**src/rtl/coin_credit_fsm_pkg.sv**
```systemverilog
// Shared definitions for the coin credit machine: 7-segment codes, FSM encoding
// and the coin value helper.
package coin_credit_fsm_pkg;

  localparam logic [0:6] SEG_0     = 7'b0000001;
  localparam logic [0:6] SEG_1     = 7'b1001111;
  localparam logic [0:6] SEG_2     = 7'b0010010;
  localparam logic [0:6] SEG_3     = 7'b0000110;
  localparam logic [0:6] SEG_4     = 7'b1001100;
  localparam logic [0:6] SEG_5     = 7'b0100100;
  localparam logic [0:6] SEG_6     = 7'b0100000;
  localparam logic [0:6] SEG_7     = 7'b0001111;
  localparam logic [0:6] SEG_8     = 7'b0000000;
  localparam logic [0:6] SEG_9     = 7'b0000100;
  localparam logic [0:6] SEG_BLANK = 7'b1111111;

  typedef enum logic [2:0] {
    IDLE,
    DEBOUNCE,
    APPLY,
    VEND,
    WAIT_RELEASE
  } state_t;

  function automatic int unsigned coin_value(input int unsigned idx, input int unsigned unit);
    return (idx + 1) * unit;
  endfunction

endpackage

```
**src/rtl/coin_credit_fsm_seg7.sv**
```systemverilog
// BCD to active-low 7-segment decoder; codes above 9 blank the digit.
module seg7_decoder
  import coin_credit_fsm_pkg::*;
(
  input  logic [3:0] bcd,
  output logic [0:6] seg
);

  always_comb begin
    case (bcd)
      4'd0:    seg = SEG_0;
      4'd1:    seg = SEG_1;
      4'd2:    seg = SEG_2;
      4'd3:    seg = SEG_3;
      4'd4:    seg = SEG_4;
      4'd5:    seg = SEG_5;
      4'd6:    seg = SEG_6;
      4'd7:    seg = SEG_7;
      4'd8:    seg = SEG_8;
      4'd9:    seg = SEG_9;
      default: seg = SEG_BLANK;
    endcase
  end

endmodule

```
**src/rtl/coin_credit_fsm.sv**
```systemverilog
// Single-clock coin acceptor: synchronises and debounces one-hot coin switches,
// accumulates binary credit, vends at PRICE, refunds overflowing coins, drives 4 digits.
module coin_credit_fsm
  import coin_credit_fsm_pkg::*;
#(
  parameter int NUM_COINS       = 4,
  parameter int COIN_UNIT       = 5,
  parameter int PRICE           = 25,
  parameter int CREDIT_MAX      = 45,
  parameter int DEBOUNCE_CYCLES = 16,
  localparam int CW             = $clog2(CREDIT_MAX + 1)
) (
  input  logic                 clk,
  input  logic                 reset,
  input  logic [NUM_COINS-1:0] coin_sw,
  output logic [CW-1:0]        credit,
  output logic                 coin_accept,
  output logic                 coin_reject,
  output logic                 vend,
  output logic [0:6]           hex_ones,
  output logic [0:6]           hex_tens,
  output logic [0:6]           hex_count,
  output logic [0:6]           hex_pulse
);

  localparam int SW = (NUM_COINS > 1) ? $clog2(NUM_COINS) : 1;
  localparam int DW = $clog2(DEBOUNCE_CYCLES);

  logic [NUM_COINS-1:0] sync1_q, sync_sw_q;
  state_t               state_q, state_d;
  logic [SW-1:0]        sel_q, sel_d, sel_now;
  logic [DW-1:0]        cnt_q, cnt_d;
  logic [CW-1:0]        credit_q, credit_d;
  logic [3:0]           count_q, count_d;
  logic [CW:0]          value_w, sum_w, post_w;
  logic                 fits;
  logic                 sw_any;

  always_ff @(posedge clk) begin
    if (reset) begin
      sync1_q   <= '0;
      sync_sw_q <= '0;
      state_q   <= WAIT_RELEASE;
      sel_q     <= '0;
      cnt_q     <= '0;
      credit_q  <= '0;
      count_q   <= '0;
    end else begin
      sync1_q   <= coin_sw;
      sync_sw_q <= sync1_q;
      state_q   <= state_d;
      sel_q     <= sel_d;
      cnt_q     <= cnt_d;
      credit_q  <= credit_d;
      count_q   <= count_d;
    end
  end

  // Highest set switch wins when several are pressed together.
  always_comb begin
    sel_now = '0;
    for (int i = 0; i < NUM_COINS; i++) begin
      if (sync_sw_q[i]) sel_now = SW'(i);
    end
  end

  assign sw_any  = |sync_sw_q;
  // Extra bit keeps the overflow comparison from wrapping.
  assign value_w = (CW+1)'(coin_value(32'(sel_q), COIN_UNIT));
  assign sum_w   = {1'b0, credit_q} + value_w;
  assign fits    = (sum_w <= (CW+1)'(CREDIT_MAX));
  assign post_w  = fits ? sum_w : {1'b0, credit_q};

  always_comb begin
    state_d  = state_q;
    sel_d    = sel_q;
    cnt_d    = cnt_q;
    credit_d = credit_q;
    count_d  = count_q;
    case (state_q)
      IDLE: begin
        if (sw_any) begin
          state_d = DEBOUNCE;
          sel_d   = sel_now;
          cnt_d   = '0;
        end
      end
      DEBOUNCE: begin
        if (!sw_any) begin
          state_d = IDLE;
        end else if (sel_now != sel_q) begin
          sel_d = sel_now;
          cnt_d = '0;
        end else if (cnt_q == DW'(DEBOUNCE_CYCLES - 1)) begin
          state_d = APPLY;
        end else begin
          cnt_d = cnt_q + 1'b1;
        end
      end
      APPLY: begin
        if (fits) begin
          credit_d = sum_w[CW-1:0];
          count_d  = (count_q == 4'd9) ? 4'd0 : count_q + 4'd1;
        end
        cnt_d   = '0;
        state_d = (post_w >= (CW+1)'(PRICE)) ? VEND : WAIT_RELEASE;
      end
      VEND: begin
        credit_d = credit_q - CW'(PRICE);
        cnt_d    = '0;
        state_d  = WAIT_RELEASE;
      end
      WAIT_RELEASE: begin
        if (sw_any) begin
          cnt_d = '0;
        end else if (cnt_q == DW'(DEBOUNCE_CYCLES - 1)) begin
          state_d = IDLE;
        end else begin
          cnt_d = cnt_q + 1'b1;
        end
      end
      default: state_d = WAIT_RELEASE;
    endcase
  end

  always_comb begin
    coin_accept = (state_q == APPLY) && fits;
    coin_reject = (state_q == APPLY) && !fits;
    vend        = (state_q == VEND);
  end

  logic [3:0] ones_bcd, tens_bcd, pulse_bcd;

  assign credit    = credit_q;
  assign ones_bcd  = 4'(credit_q % CW'(10));
  // Code 4'hF decodes to a blank tens digit.
  assign tens_bcd  = (credit_q < CW'(10)) ? 4'hF : 4'(credit_q / CW'(10));
  assign pulse_bcd = {3'b000, sw_any};

  seg7_decoder u_seg_ones  (.bcd(ones_bcd),  .seg(hex_ones));
  seg7_decoder u_seg_tens  (.bcd(tens_bcd),  .seg(hex_tens));
  seg7_decoder u_seg_count (.bcd(count_q),   .seg(hex_count));
  seg7_decoder u_seg_pulse (.bcd(pulse_bcd), .seg(hex_pulse));

endmodule

```
**config.mk**
```make
export PLATFORM = sky130hd
export DESIGN_NAME = coin_credit_fsm
export DESIGN_NICKNAME = d
export VERILOG_FILES = /design/src/rtl/coin_credit_fsm_pkg.sv /design/src/rtl/coin_credit_fsm_seg7.sv /design/src/rtl/coin_credit_fsm.sv
export SDC_FILE = /design/constraint.sdc
export NUM_CORES = 1
export LEC_CHECK = 0
export ABC_CLOCK_PERIOD_IN_PS = 5200
export CORE_UTILIZATION = 48
export DETAILED_ROUTE_END_ITERATION = 12
export GPL_TIMING_DRIVEN = 0
export PLACE_DENSITY = 0.74
export SKIP_LAST_GASP = 1
export SLEW_MARGIN = 20
export SYNTH_ARGS = -nofsm -noshare
export SYNTH_HDL_FRONTEND = slang
export SYNTH_SLANG_ARGS = --single-unit
```
**constraint.sdc**
```tcl
create_clock -name clk -period 5.2 [get_ports clk]
set_clock_uncertainty 0.2 [all_clocks]
set_input_delay 1.04 -clock clk [delete_from_list [all_inputs] [get_ports clk]]
set_output_delay 1.04 -clock clk [all_outputs]
set_load 0.005 [all_outputs]
```
Word level (Yosys, flattened, before mapping)
Memory sizes are Yosys's and may differ from the RTL's. A register that Yosys moved wholly into a read port is not among the register bits. Cells that the tools add are included. Widths: inputs -> output; s select.

Bits in registers: 27. Memory bits (read-only): 448. Output and inout bits: 37. Memories kept: 4.

Memory list: (name not given) (words 16, width 7, rd ports 1, clocked after memory_dff 1, wr ports 0, RTL line coin_credit_fsm_seg7.sv:10) `case (bcd)`; (name not given) (words 16, width 7, rd ports 1, clocked after memory_dff 0, wr ports 0, RTL line coin_credit_fsm_seg7.sv:10); (name not given) (words 16, width 7, rd ports 1, clocked after memory_dff 0, wr ports 0, RTL line coin_credit_fsm_seg7.sv:10); (name not given) (words 16, width 7, rd ports 1, clocked after memory_dff 0, wr ports 0, RTL line coin_credit_fsm_seg7.sv:10).

Add/subtract/negate cells: 5. $mul: 1. Divide/modulo/power cells: 2. Magnitude comparators: 3. Equality and inequality tests: 15. Mux-type cells: 28. Reductions and logical operators: 14.

Operators by type and width (count): $mux 4 (9); $mux 3 (7); $pmux 4 s4 (1); $ne 2x2->1 const B (6); $pmux 3 s4 (1); $pmux 6 s2 (1); $mux 2 (5); $add 4x1->4 const B (2); $eq 4x4->1 const B (2); $add 6x6->7 (1); $ge 7x5->1 const B (1); $le 7x6->1 const B (1); $mux 7 (1); $div 6x4->6 const B (1); $eq 3x2->1 const B (2); $lt 6x4->1 const B (1); $mod 6x4->6 const B (1); $mul 3x3->6 const B (1); $mux 6 (1); $ne 3x3->1 const B (2); $sub 6x5->6 const B (1); $reduce_and 5->1 (1); $pmux 2 s2 (1); $reduce_and 2->1 (2); 14 further kinds (16).

Logic depth before layout (Yosys ltp)
Gate-level depths: netlist of run 1.

Word-level depth: 8. Gate-level depth with buffers: 21.

By module
From an unflattened synthesis of run 1, not the netlist that was laid out.

Cell total of the unflattened synthesis: 390. Area total of the unflattened synthesis: 2911.5 um^2.

By module, submodules not included: coin_credit_fsm (times used 1, cells an instance 258, area an instance 2070.7 um^2, seq. area each 540.5 um^2); seg7_decoder (times used 4, cells an instance 33, area an instance 210.2 um^2, seq. area each 0.0 um^2).

Worst setup path after synthesis of run 1
OpenSTA, ideal clock, no wires.

Kind: register -> register. From: register sel_q[1]. To: register, netlist name u_seg_count.seg[6]. Library setup time: 0.134 ns. Arrival: 3.745 ns. Required time: 4.866 ns. Slack: 1.121 ns. Cell stages (with the launch flop): 19. Period minus slack after synthesis: 4.079 ns. Cell sequence: dfxtp_1 > inv_1 > ha_1 > inv_1 > ha_1 > a31o_2 > ha_1 > buf_6 > nor2b_1 > a221oi_2 > a311oi_4 > nor4_2 > xnor2_1 > or2_1 > inv_1 > ha_1 > o21a_1 > a2111oi_0 > a21oi_1.

Word-level cells in the longest chain between the ends: 7.

Ends and longest elaborated chain: start, declared (RTL line coin_credit_fsm.sv:31) `logic [SW-1:0] sel_q, sel_d, sel_now;`; start signal, assigned (RTL line coin_credit_fsm.sv:52) `sel_q <= sel_d;`; $add 2x1->3 (RTL line coin_credit_fsm_pkg.sv:26) `return (idx + 1) * unit;`; $mul 3x3->6 (RTL line coin_credit_fsm_pkg.sv:26); $add 6x6->7 (RTL line coin_credit_fsm.sv:70) `assign sum_w = {1'b0, credit_q} + value_w;`; $le 7x6->1 (RTL line coin_credit_fsm.sv:71) `assign fits = (sum_w <= (CW+1)'(CREDIT_MAX));`; $reduce_and 2->1 (no line); $mux 4 (no line) (2 in a row).

No other way between the ends. A chain may end at the register's enable or synchronous reset.

Final worst setup path of run 1
From: register sel_q[1]. To: output port coin_reject.

Word-level cells in the longest chain between the ends: 6.

Ends and longest elaborated chain: $add 2x1->3 (RTL line coin_credit_fsm_pkg.sv:26); $mul 3x3->6 (RTL line coin_credit_fsm_pkg.sv:26); $add 6x6->7 (RTL line coin_credit_fsm.sv:70); $le 7x6->1 (RTL line coin_credit_fsm.sv:71); $logic_not 1->1 (RTL line coin_credit_fsm.sv:128) `coin_reject = (state_q == APPLY) && !fits;`; $logic_and 1x1->1 (RTL line coin_credit_fsm.sv:128); end, declared (RTL line coin_credit_fsm.sv:18) `output logic coin_reject,`.

No other way between the ends.

==> out/results.txt, run 1 <==
status: finished clean
Crit. End Element: primary output
Async SR Flop Fraction: 0
Buf/Inv on CP: 3
Starting Density: 0.507
max cap viols: 0
Relative slew margins: 0.478
first-pass GRT wire length: 11,100 um
grt ovf: 0
pin count of the biggest net entering global routing: 13
share of cells above drive strength 1: 0.104
Setup TNS: 0 ns
Port Buffers: 38
GRT Overall Usage: 0.221
Seq/Total Area, Yosys: 0.239
routed len/inst: 13.7 um
top_reg_cell synth: dfxtp_1
clock insertion delay at the later pin of the skew report: 0.29 ns
yosys warns: 0
Critical Path Source Type: flip-flop
RSZ-0062 raised after global routing: true
syn avg cell area: 8.04 um2
Max Fclk: 197 MHz
PD cells: 172 mW/mm2
HPWL Detailed: 4740 um
Least-Margin Pin Slew: 0.776 ns
WP depth: 12
ranking of synthesized cells by area: dfxtp_1, ha_1, nand2_1
Root Buffer: clkbuf_8
die width: 79.0 um
# clock sinks: 34
ANT nets after route: 0
Area Growth Syn to Fin: 22.3%
Vias: 2,637
Synth area leader: dfxtp_1
critical path arrival: 3.83 ns
Slew Limit Fails: 0
post-route design area: 0.00348 mm2
final hold vios: 0
initial antenna violation count: 0
Post-Synthesis Cells: 354
worst-case clock buffer depth: 2
cell seen most often among critical-path stages: ha_1
nets@finish: 442
total CTS buffers: 5
critical-path maximum fanout: 7
crit path cell chain: inv_1, ha_1, inv_1, ha_1, ha_1, fa_1, xor2_2, nand3_1, a311oi_4, nor3_2, nor2_1, clkdlybuf4s50_1
top cell type's share of synthesized area: 0.239
worst endpoint required time: 3.96 ns
EDFF count, synth: 0
# IOs: 43
Distinct cells, synth: 67
CTS tree: yes
DR iter-0 viols: 111
register bit total from synthesis: 34
setup violators final: 0
FP Rows: 27
DRC errors left: 0
largest stage delay on the critical path: 0.53 ns
crit path kind: flip-flop to primary output
cell family with most CP delay: adder cells
vias in the first global route: 2,536
fin crit share: 0.975
Core Area: 0.00561 mm2
TritonRoute pass-1 iters: 4
peak supply drop: 0.000185 V
CP max stage cell: clkdlybuf4s50_1
Hold Path Depth: 1
DR vias/cell: 5.56
worst min path class: flip-flop to flip-flop
reg2reg setup slack: 0.56 ns
Final Wtd Congestion: 0.864
DP Area: 0.00332 mm2
total die area: 0.00624 mm2
Cell Area, Synth: 0.00285 mm2
H-tree depth: 2
final wirelength: 6500 um
worst r2r path cells: 18
post-cts hold buffer count: 0
Die Ht: 79.0 um
leakage: 1.45 nW
Worst-path clk slew: 0.07 ns
crit path time final: 5.07 ns
antenna cells: 0
-- report_power, final --
part	total, mW	switching, mW	internal [mW]
sequential	0.267	0.00292	0.264
combinational	0.0351	0.0157	0.0194
clock	0.296	0.104	0.192
-- layout make-up --
class | count | area (um2)
plain buffers | 25 | 141
multi-input cells | 272 | 1950
fillers | 519 | 2130
clock inverters | 3 | 68.8
flip-flops and latches | 34 | 681
repair buffers | 39 | 388
well taps | 72 | 90.1
clock buffers | 5 | 68.8
inverters | 24 | 90.1
-- path summary, 6_finish.rpt --
kind / from / endpoint
max: sel_q[1]$_SDFFE_PP0P_ / coin_reject
min: sync1_q[3]$_SDFF_PP0_ / sync_sw_q[3]$_SDFF_PP0_
max reg2reg: sel_q[1]$_SDFFE_PP0P_ / u_seg_count.seg[6]$_DFF_P_
min reg2reg: sync1_q[3]$_SDFF_PP0_ / sync_sw_q[3]$_SDFF_PP0_
-- worst register-to-register path: cells and delay by family, from the launching register on --
| family | cells | cell delay, ns |
|---|---|---|
| flip-flops | 1 | 0.40 |
| buffers and inverters | 4 | 0.47 |
| AO/OA/AOI/OAI | 4 | 0.77 |
| adder cells (fa/ha/maj) | 5 | 1.54 |
| XOR/XNOR | 2 | 0.37 |
| AND/OR/NAND/NOR | 3 | 0.77 |
-- Yosys cell counts, drive strengths merged (6+ instances only) --
master and instances:
dfxtp 34, nor3 14, nor2b 17, buf 12, o21ai 19, or2 8
xnor2 8, a21oi 19, inv 24, a31oi 6, nand2b 10, ha 34
nor2 29, nand2 29, clkbuf 13
-- routing by layer --
| metal | wire length [um] | GRT usage | vias up |
|---|---|---|---|
| met5 | 0 | 0 | - |
| met4 | 149 | 0.0964 | 0 |
| met3 | 248 | 0.0391 | 14 |
| met2 | 3190 | 0.387 | 54 |
| met1 | 2910 | 0.262 | 1235 |
| li1 | - | - | 1334 |
-- flip-flops by register name, summed over array words and instances, names as in the netlist --
register	count
sync_sw_q	4
u_seg_count.seg	7
cnt_q	4
credit	6
sync1_q	4
count_q	4
sel_q	2
state_q	3
-- cells in the final DEF (no fill, tap or decap), types with 7 or more instances in the layout --
| master | n |
|---|---|
| nand2b_1 | 10 |
| dfxtp_1 | 34 |
| nor2_1 | 27 |
| a21oi_1 | 19 |
| xnor2_1 | 7 |
| inv_1 | 24 |
| nand2_1 | 29 |
| clkdlybuf4s50_1 | 38 |
| nor2b_1 | 17 |
| ha_1 | 34 |
| o21ai_0 | 17 |
| nor3_1 | 13 |
| clkbuf_1 | 13 |
| buf_4 | 9 |
-- kinds of logic after synthesis --
logic type / share of synthesized area
AO/OA/AOI/OAI: 0.235
XOR/XNOR: 0.0374
adder cells (fa/ha/maj): 0.157
buffers and inverters: 0.0814
flip-flops: 0.239
multiplexers: 0.0259
other: 0.00264
AND/OR/NAND/NOR: 0.222
-- through the flow --
stage / total power, mW / hold WS, ns / util / cells / worst slack, ns
2_1_floorplan: 0.294 / 0.214 / - / 355 / 1.12
3_3_place_gp: 0.308 / 0.223 / 0.592 / 465 / 0.588
3_5_place_dp: 0.308 / 0.231 / 0.592 / 465 / 0.537
4_1_cts: 0.603 / 0.252 / 0.616 / 473 / 0.165
5_1_grt: 0.619 / 0.270 / 0.621 / 474 / -0.0245
6_report: 0.598 / 0.247 / 0.621 / 474 / 0.129
-- what timing repair did --
action | in CTS | in global routing
setup buffers | 0 | 1
gates resized for setup | 0 | 2
setup endpoints to repair | 0 | 1
endpoints found under the hold margin | 0 | 0
(Power assumes the default switching activity.)
==> inputs of run 2 (changes only) <==
--- a/config.mk
+++ b/config.mk
@@ -8,8 +8,10 @@
 export ABC_CLOCK_PERIOD_IN_PS = 5200
 export CORE_UTILIZATION = 48
 export DETAILED_ROUTE_END_ITERATION = 12
+export DONT_BUFFER_PORTS = 1
 export GPL_TIMING_DRIVEN = 0
-export PLACE_DENSITY = 0.74
+export HOLD_SLACK_MARGIN = 0.1
+export PLACE_DENSITY = 0.65
 export SKIP_LAST_GASP = 1
 export SLEW_MARGIN = 20
 export SYNTH_ARGS = -nofsm -noshare
==> run 2 against run 1 <==
Cell count fell by 8.4%. Sequential share of layout area rose by 3.0 points. Power fell by 20%. Worst hold slack got worse by 0.012 ns. Sequential cell count did not move. Critical path depth fell by 1. Maximum frequency rose by 11%. Wire length fell by 3.9%. Die area did not move.
==> out/results.txt, run 2 (synthesis gave the netlist of run 1 again) <==
metal1 wirelength: 2950 um
grt ovf: 0
Die Ht: 79.0 um
Largest register FFs: 7
Post-CTS Resized: 0
post-route design area: 0.00302 mm2
Setup TNS: 0 ns
postcts setup bufs: 0
Relative slew margins: 0.555
FP Rows: 27
Crit. End Element: primary output
TritonRoute pass-1 iters: 4
antenna cells: 0
Critical Path Source Type: flip-flop
worst endpoint required time: 3.96 ns
GRT Overall Usage: 0.207
final hold vios: 0
crit path time final: 4.56 ns
post-cts hold buffer count: 0
status: finished clean
Least-Margin Pin Slew: 0.661 ns
Port Buffers: 0
PD cells: 159 mW/mm2
routed len/inst: 14.4 um
# IOs: 43
Slew Limit Fails: 0
cell seen most often among critical-path stages: inv_1
HPWL Detailed: 4640 um
share of cells above drive strength 1: 0.105
leakage: 1.27 nW
Buf/Inv on CP: 3
clock insertion delay at the later pin of the skew report: 0.28 ns
flip-flop and latch area: 681 um2
met3 wire len: 268 um
DP Area: 0.00294 mm2
DRC errors left: 0
critical path arrival: 3.32 ns
ANT nets after route: 0
max cap viols: 0
nets@finish: 403
Setup WS pre-CTS: 0.706 ns
# fillers: 528
total die area: 0.00624 mm2
RSZ-0062 raised after global routing: false
first-pass GRT wire length: 10,100 um
Root Buffer: clkbuf_8
highest metal used: met4
H-tree depth: 2
Core Area: 0.00561 mm2
total CTS buffers: 5
vias in the first global route: 2,236
initial antenna violation count: 0
peak supply drop: 0.000177 V
Vias: 2,435
pin count of the biggest net entering global routing: 11
# clock sinks: 34
worst min path class: flip-flop to flip-flop
fin crit share: 0.876
critical-path maximum fanout: 9
worst-case clock buffer depth: 2
Starting Density: 0.507
multi-input logic area: 0.00194 mm2
Pwr Total: 0.480 mW
cell family with most CP delay: compound AO/OA/AOI/OAI gates
WL met2: 2970 um
die width: 79.0 um
crit path cell chain: inv_1, ha_1, nor2_1, o21ai_1, a221oi_2, xnor2_1, inv_1, ha_1, inv_1, mux2i_1, a22oi_1
Final Wtd Congestion: 0.772
Setup WS post-layout: 0.645 ns
largest stage delay on the critical path: 0.57 ns
crit path kind: flip-flop to primary output
CP max stage cell: dfxtp_1
DR vias/cell: 5.61
Max Fclk: 220 MHz
most frequent cells in the layout: ha_1, dfxtp_1, nand2_1
CTS tree: yes
final wirelength: 6250 um
DR iter-0 viols: 94
Area Growth Syn to Fin: 6.11%
setup violators final: 0
Worst-path clk slew: 0.07 ns
## run 2: changes by cell type in the layout (fill, tap and decap cells not counted), sizes merged
cell,delta
clkdlybuf4s50,-38
bufinv,-2
buf,-1
clkbuf,+1
clkinv,-1
clkinvlp,+1
## run 2: path summary, 6_finish.rpt
check,start,endpoint,slack [ns],cells past startpoint
max,credit[0]$_SDFFE_PP0P_,hex_ones[4],0.64,11
max reg2reg,sel_q[1]$_SDFFE_PP0P_,u_seg_count.seg[6]$_DFF_P_,0.70,18
min reg2reg,sync1_q[0]$_SDFF_PP0_,sync_sw_q[0]$_SDFF_PP0_,0.23,1
min,sync1_q[0]$_SDFF_PP0_,sync_sw_q[0]$_SDFF_PP0_,0.23,1
## run 2: through the flow
| stage | util | cells | hold slack [ns] |
|---|---|---|---|
| 2_1_floorplan | - | 355 | 0.214 |
| 3_3_place_gp | 0.524 | 427 | 0.219 |
| 3_5_place_dp | 0.524 | 427 | 0.220 |
| 4_1_cts | 0.538 | 434 | 0.237 |
| 5_1_grt | 0.538 | 434 | 0.262 |
| 6_report | 0.538 | 434 | 0.235 |
## run 2: area by class of cell
type                    count  area share
multi-input cells         272       0.642
inverters                  24      0.0298
clock inverters             1     0.00249
flip-flops and latches     34       0.225
well taps                  72      0.0298
plain buffers              25      0.0468
clock buffers               6      0.0240
## run 2: power by group
part	switching [mW]	leakage (nW)	total (mW)	internal [mW]
Combinational	0.0144	0.956	0.0262	0.0118
Sequential	0.00259	0.276	0.267	0.265
Clock	0.0946	0.0373	0.186	0.0918
Total	0.112	1.27	0.480	0.368
## run 2: per-layer routing
metal	up-vias	global-route usage
met4	0	0.0636
li1	1255	-
met1	1122	0.245
met5	-	0
met2	51	0.365
met3	7	0.0494
